### src/rtl/dtc_vote_window_if.sv
// Sample/result handshake bundle for the dtc majority-vote window stage.
// master = sample producer and result consumer; slave = the voting block.
interface dtc_vote_window_if #(
    parameter int unsigned OUT_W = 7,
    parameter int unsigned CNT_W = 8
);
    logic             in_valid;
    logic             in_ready;
    logic [OUT_W-1:0] inp;
    logic             flush;
    logic             out_valid;
    logic             out_ready;
    logic [OUT_W-1:0] outp;
    logic [CNT_W-1:0] out_n;

    modport master (
        output in_valid, inp, flush, out_ready,
        input  in_ready, out_valid, outp, out_n
    );

    modport slave (
        input  in_valid, inp, flush, out_ready,
        output in_ready, out_valid, outp, out_n
    );
endinterface

### src/rtl/dtc_vote_window.sv
// Bitwise strict-majority vote over a window of classifier codes.
// A window closes at WIN samples or on flush; the result is held until the consumer takes it.
module dtc_vote_window #(
    parameter int unsigned OUT_W = 7,
    parameter int unsigned WIN   = 8,
    parameter int unsigned CNT_W = 8
) (
    input  logic              clk,
    input  logic              rst,
    dtc_vote_window_if.slave  bus
);
    localparam logic [CNT_W-1:0] WIN_N = CNT_W'(WIN);

    typedef enum logic {
        ACCUM = 1'b0,
        HOLD  = 1'b1
    } state_t;

    state_t           r_state;
    state_t           w_state_nxt;
    logic [CNT_W-1:0] r_n;
    logic [CNT_W-1:0] w_n_nxt;
    logic [CNT_W-1:0] w_n_inc;
    logic [OUT_W-1:0] r_outp;
    logic [OUT_W-1:0] w_outp_nxt;
    logic [CNT_W-1:0] r_out_n;
    logic [CNT_W-1:0] w_out_n_nxt;
    logic             r_out_valid;
    logic             w_out_valid_nxt;
    logic [OUT_W-1:0] w_vote;
    logic             w_accept;
    logic             w_close;
    logic             w_clear;

    // in_ready looks only at state and reset, never at in_valid
    assign bus.in_ready  = (r_state == ACCUM) && !rst;
    assign w_accept      = bus.in_valid && bus.in_ready;
    assign w_n_inc       = r_n + CNT_W'(w_accept);

    // Flush only closes a window that holds at least one sample, counting this cycle's
    assign w_close = (r_state == ACCUM) &&
                     ((w_accept && (w_n_inc == WIN_N)) ||
                      (bus.flush && (w_n_inc != '0)));

    assign bus.out_valid = r_out_valid;
    assign bus.outp      = r_outp;
    assign bus.out_n     = r_out_n;

    // Per-bit ones counter and vote; compare 2*cnt > n one bit wider so it cannot overflow
    for (genvar g = 0; g < OUT_W; g++) begin : g_bit
        logic [CNT_W-1:0] r_cnt;
        logic [CNT_W-1:0] w_cnt_inc;

        assign w_cnt_inc = r_cnt + CNT_W'(w_accept && bus.inp[g]);
        assign w_vote[g] = {w_cnt_inc, 1'b0} > {1'b0, w_n_inc};

        always_ff @(posedge clk or posedge rst) begin
            if (rst) begin
                r_cnt <= '0;
            end else if (w_clear) begin
                r_cnt <= '0;
            end else begin
                r_cnt <= w_cnt_inc;
            end
        end
    end

    // State and result registers
    always_ff @(posedge clk or posedge rst) begin
        if (rst) begin
            r_state     <= ACCUM;
            r_n         <= '0;
            r_outp      <= '0;
            r_out_n     <= '0;
            r_out_valid <= 1'b0;
        end else begin
            r_state     <= w_state_nxt;
            r_n         <= w_n_nxt;
            r_outp      <= w_outp_nxt;
            r_out_n     <= w_out_n_nxt;
            r_out_valid <= w_out_valid_nxt;
        end
    end

    // Next-state: accumulate until close, then hold the vote until it is taken
    always_comb begin
        w_state_nxt     = r_state;
        w_n_nxt         = r_n;
        w_outp_nxt      = r_outp;
        w_out_n_nxt     = r_out_n;
        w_out_valid_nxt = r_out_valid;
        w_clear         = 1'b0;
        case (r_state)
            ACCUM: begin
                w_n_nxt = w_n_inc;
                if (w_close) begin
                    w_state_nxt     = HOLD;
                    w_outp_nxt      = w_vote;
                    w_out_n_nxt     = w_n_inc;
                    w_out_valid_nxt = 1'b1;
                end
            end
            HOLD: begin
                if (r_out_valid && bus.out_ready) begin
                    w_state_nxt     = ACCUM;
                    w_n_nxt         = '0;
                    w_out_valid_nxt = 1'b0;
                    w_clear         = 1'b1;
                end
            end
            default: begin
                w_state_nxt = ACCUM;
            end
        endcase
    end
endmodule

### src/flat_wrapper.sv
// flat-port wrapper written by rule: the top's interface ports become plain ports
module dtc_vote_window_flat 
#(
    parameter int unsigned OUT_W = 7,
    parameter int unsigned WIN   = 8,
    parameter int unsigned CNT_W = 8
)
  (clk, rst, bus_in_valid, bus_inp, bus_flush, bus_out_ready, bus_in_ready, bus_out_valid, bus_outp, bus_out_n);
  dtc_vote_window_if #(.OUT_W(OUT_W), .CNT_W(CNT_W)) bus_i ();
  input  logic clk;
  input  logic rst;
  input wire logic [$bits(bus_i.in_valid)-1:0] bus_in_valid;
  input wire logic [$bits(bus_i.inp)-1:0] bus_inp;
  input wire logic [$bits(bus_i.flush)-1:0] bus_flush;
  input wire logic [$bits(bus_i.out_ready)-1:0] bus_out_ready;
  output wire logic [$bits(bus_i.in_ready)-1:0] bus_in_ready;
  output wire logic [$bits(bus_i.out_valid)-1:0] bus_out_valid;
  output wire logic [$bits(bus_i.outp)-1:0] bus_outp;
  output wire logic [$bits(bus_i.out_n)-1:0] bus_out_n;
  assign bus_i.in_valid = bus_in_valid;
  assign bus_i.inp = bus_inp;
  assign bus_i.flush = bus_flush;
  assign bus_i.out_ready = bus_out_ready;
  assign bus_in_ready = bus_i.in_ready;
  assign bus_out_valid = bus_i.out_valid;
  assign bus_outp = bus_i.outp;
  assign bus_out_n = bus_i.out_n;
  dtc_vote_window #(.OUT_W(OUT_W), .WIN(WIN), .CNT_W(CNT_W)) u_core (.clk(clk), .rst(rst), .bus(bus_i));
endmodule
### config.mk
export PLATFORM = sky130hd
export DESIGN_NAME = dtc_vote_window_flat
export DESIGN_NICKNAME = d
export VERILOG_FILES = /design/src/rtl/dtc_vote_window_if.sv /design/src/rtl/dtc_vote_window.sv /design/src/flat_wrapper.sv
export SDC_FILE = /design/constraint.sdc
export NUM_CORES = 1
export LEC_CHECK = 0
export CORE_AREA = 2 2 91 93
export DETAILED_ROUTE_END_ITERATION = 12
export DIE_AREA = 0 0 93 95
export GPL_TIMING_DRIVEN = 0
export PLACE_DENSITY = 0.84
export SYNTH_ARGS = -nofsm -noshare
export SYNTH_HDL_FRONTEND = slang
export SYNTH_SLANG_ARGS = --single-unit
### constraint.sdc
create_clock -name clk -period 7.8 [get_ports clk]
set_input_delay 0.78 -clock clk [delete_from_list [all_inputs] [get_ports clk]]
set_output_delay 0.78 -clock clk [all_outputs]
set_load 0.005 [all_outputs]
==> results.txt <==
For this run the aggregate overflow at the end of global routing stands at 0. The total setup buffers inserted after CTS is 0, and the number of antenna violations at the first check in global routing is 0. The flow ran to the end, and the final reports show no timing, DRC or antenna violations.

Of all flip-flops after synthesis, the portion carrying an async set or reset was 100%. The placeable core region is 0.00793 mm². The pin count of the biggest net entering global routing was 55. The count of routing violations after the opening detailed-route iteration came out at 203. STA classifies the critical path startpoint as an input pin.

The clock passes through at most 2 buffers. After synthesis the netlist holds a flip-flop and latch count of 81. The arrival time of the worst setup path was 4.36 ns; the final number of max-transition violations was 0. The total number of vias was 3789. The via density per instance is 5.87. Port buffering added 28 buffers. The count of filler cells inserted in the layout is 608, and the total power divided by cell area is 313 mW/mm². TritonCTS built the clock tree. After synthesis, the cell types taking the most area are sky130_fd_sc_hd__dfrtp_1 (41%), sky130_fd_sc_hd__ha_1 (15%), sky130_fd_sc_hd__and2_1 (6.3%), sky130_fd_sc_hd__xnor2_1 (6.0%), sky130_fd_sc_hd__xor2_1 (3.9%). 0 antenna diodes ended up in the layout. In the final layout, the share of cells above drive strength 1 is 5.00%. The headroom to the max-slew limit is 8.47%, and the final routed wirelength across all metal layers is 11.0 mm. In this run the number of H-tree levels came out at 3. The actual transition at the worst max-transition pin was 1.37 ns. The global-route wire length before repair was 18.6 mm; the number of nets in the final layout was 607. In the synthesized netlist, the number of instances is 497. The area used by sequential logic in the layout is 0.00203 mm².

The share of the clock period used by the worst path after layout came out at 52.9%. For this design the static power due to leakage is 0.00274 µW. The multi-input combinational cells in the finished layout cover a total of 0.00281 mm². Once detail routing completed, the nets flagged for antenna violations numbered 0. For the worst-skew pair, the clock arrives at the later sink with an insertion delay of 0.35 ns. HPWL after detailed placement: 7.71 mm. The number of gates resized after cts came out at 0. The number of violations of the max-capacitance limit came out at 0. Setup repair after global routing left no endpoint under its margin. The logs give 0.189 mV for the largest vdd supply drop and 27.3% for the overall global routing resource usage. The proportion of synthesized chip area in sequential cells is 41.0%, and the maximum fanout along the worst path is 9. Per report_power, the combinational group accounts for 47.4% of the total.

The total CTS buffers is 9, and the post-CTS clock slew at the launch and capture registers of the worst setup and hold paths is 0.08 ns. Once placement completed, the tool counted placed cells totaling 631. The path class of the tightest hold or removal check is reg2reg.

The commonest cells after synthesis are sky130_fd_sc_hd__dfrtp_1 (81), sky130_fd_sc_hd__ha_1 (58), sky130_fd_sc_hd__and2_1 (50), sky130_fd_sc_hd__nand2_1 (38), sky130_fd_sc_hd__xnor2_1 (34). 29 I/O pins were placed. The tools report the clock root buffer as sky130_fd_sc_hd__clkbuf_8.

The die outline height was 95 µm. The congestion estimate from routability-driven global placement came to 0.876. The die footprint came out at 0.00884 mm².

Setup violations remaining at the end of the flow were counted as 0. For the final routed DRC violation total, the log shows 0. For this run, the number of standard cells in the final layout without fillers is 645. Most frequently used flop master after synthesis: sky130_fd_sc_hd__dfrtp_1. In the final routed layout, each cell accounts on average for 17.0 µm. The tree built by TritonCTS fans out to 81 sinks. Net switching is 36.9% of the power.

The area growth from synthesis to layout is 13.6%. In this run the power spent charging and discharging nets is 650 µW. The final period demand of the worst path is 4.12 ns, and the data required time at the worst endpoint is 8.04 ns.

The via count of the first global-routing pass is 3994. Counting distinct cell types in the post-synthesis netlist gives 40. The internal portion of the total power is 1110 µW. For this configuration, the core starts out at a cell density of 62.3%. The number of nets in the synthesized netlist is 567, and the slack of the worst reg-to-reg path is 4.15 ns.

The type of the worst setup path is in2reg. The number of core rows is 33, and the area share of the leading cell type in the synthesized netlist is 41.0%. The setup skew after layout is 0.00650 ns.

Counting flops with a built-in enable in the synthesized netlist gives 0. The maximum clock rate is 242 MHz. The first TritonRoute pass finished after 5 iterations. The average instance in the mapped netlist occupies 9.94 µm².

The Yosys step of the flow raised 0 warnings. The final cell utilization of the core is 70.8%. In the final timing run, aggregate negative setup slack is 0 ns. The worst setup path is captured at a register.

The die is 93 µm wide. The synthesized design spends more area on one cell type than any other, namely sky130_fd_sc_hd__dfrtp_1. The fraction of power consumed by sequential logic is 31.8%, and the part of the power in the clock network is 20.8%. Yosys instantiated no cell more often than sky130_fd_sc_hd__dfrtp_1. Buffers inserted to repair hold after CTS numbered 0. Mapped cell area: 0.00494 mm². The run gives 0 as the final hold violation count.
[cell usage in the layout, fill, tap and decap left out, types with 2 or more instances in the layout]
cell type                          n
sky130_fd_sc_hd__a211o_1           7
sky130_fd_sc_hd__and2_1           50
sky130_fd_sc_hd__nand3_1          33
sky130_fd_sc_hd__nand2_1          38
sky130_fd_sc_hd__o31ai_1           5
sky130_fd_sc_hd__o221ai_1          6
sky130_fd_sc_hd__ha_1             58
sky130_fd_sc_hd__xor2_1           22
sky130_fd_sc_hd__clkbuf_1         10
sky130_fd_sc_hd__and3_1           14
sky130_fd_sc_hd__or2_2             2
sky130_fd_sc_hd__xnor2_1          34
sky130_fd_sc_hd__mux2_1            3
sky130_fd_sc_hd__mux2i_1           3
sky130_fd_sc_hd__dfrtp_1          81
sky130_fd_sc_hd__o22ai_1           2
sky130_fd_sc_hd__nand2b_1          8
sky130_fd_sc_hd__o21ai_0          19
sky130_fd_sc_hd__o21a_1            3
sky130_fd_sc_hd__nand3b_1          2
sky130_fd_sc_hd__clkbuf_8         10
sky130_fd_sc_hd__clkdlybuf4s50_1  28
sky130_fd_sc_hd__nor3_1           10
sky130_fd_sc_hd__buf_2             2
sky130_fd_sc_hd__a31oi_1          10
sky130_fd_sc_hd__nor2_1           33
sky130_fd_sc_hd__a21oi_1          21
sky130_fd_sc_hd__inv_1             6
sky130_fd_sc_hd__o21ai_1           2
sky130_fd_sc_hd__bufinv_16         3
[area by class of cell]
type	instances	area share [%]
tap	105	2.34
timing repair buffer	29	5.48
multi-input combinational	395	50.1
clock inverter	3	1.60
buffer	13	1.25
inverter	8	0.579
sequential	81	36.1
clock buffer	11	2.52
[flip-flops by register name, indices dropped and copies added (netlist names)]
| register | cells |
|---|---|
| u_core.g_bit.r_cnt | 56 |
| u_core.r_n | 8 |
| u_core.bus.outp | 7 |
| u_core.r_state | 1 |
| u_core.bus.out_valid | 1 |
| u_core.bus.out_n | 8 |
[final timing paths]
kind	start	endpoint	cells past startpoint
setup reg to reg	u_core.r_state	u_core.bus.outp[1]	12
setup / recovery	bus_in_valid	u_core.bus.outp[1]	12
min in group asynchronous	rst	u_core.g_bit[1].r_cnt[1]	2
hold / removal	u_core.bus.out_n[6]	u_core.bus.out_n[6]	1
hold reg to reg	u_core.bus.out_n[6]	u_core.bus.out_n[6]	1
max in group asynchronous	rst	u_core.g_bit[2].r_cnt[2]	3
[routing by layer]
metal	global-route usage, %	wire (µm)
met5	0	0
met3	3.03	566
met4	9.93	216
met1	33.7	4620
met2	49.7	5550
[power by group through the flow]
stage	registers (µW)	clock network [µW]	logic [µW]
floorplan	557	0	575
global placement	562	0	780
detailed placement	567	0	818
CTS	559	368	831
global route	571	387	941
finish	560	365	835
[worst max-delay path, cell delays in order]
cell and delay [ns]:
sky130_fd_sc_hd__clkdlybuf4s50_1 0.62, sky130_fd_sc_hd__and2_4 0.25, sky130_fd_sc_hd__ha_1 0.20, sky130_fd_sc_hd__ha_1 0.25, sky130_fd_sc_hd__xnor2_1 0.93, sky130_fd_sc_hd__ha_1 0.39, sky130_fd_sc_hd__o21ai_0 0.19, sky130_fd_sc_hd__a21oi_1 0.08
sky130_fd_sc_hd__o31ai_1 0.21, sky130_fd_sc_hd__a21oi_1 0.11, sky130_fd_sc_hd__o221ai_1 0.22, sky130_fd_sc_hd__a31oi_1 0.11
[kinds of logic (layout without fill, tap and decap cells)]
group | count (synthesis) | in the layout | share of synthesized area, %
compound gates | 79 | 79 | 10.2
fa+ha+maj | 58 | 58 | 14.7
simple gates | 196 | 196 | 20.8
mux | 6 | 6 | 1.29
flops | 81 | 81 | 41.0
buf+inv | 21 | 64 | 2.03
xor+xnor | 56 | 56 | 9.93
[stage by stage]
step                cell area [µm²]  worst slack [ns]  total power [µW]  hold slack, ns
detailed placement             5380              3.37              1390           0.484
finish                         5610              3.68              1760           0.494
CTS                            5610              3.77              1760           0.502
global route                   5610              3.44              1900           0.523
global placement               5350              3.38              1340           0.470
floorplan                      4940              4.58              1130           0.456
(Power assumes the default switching activity.)
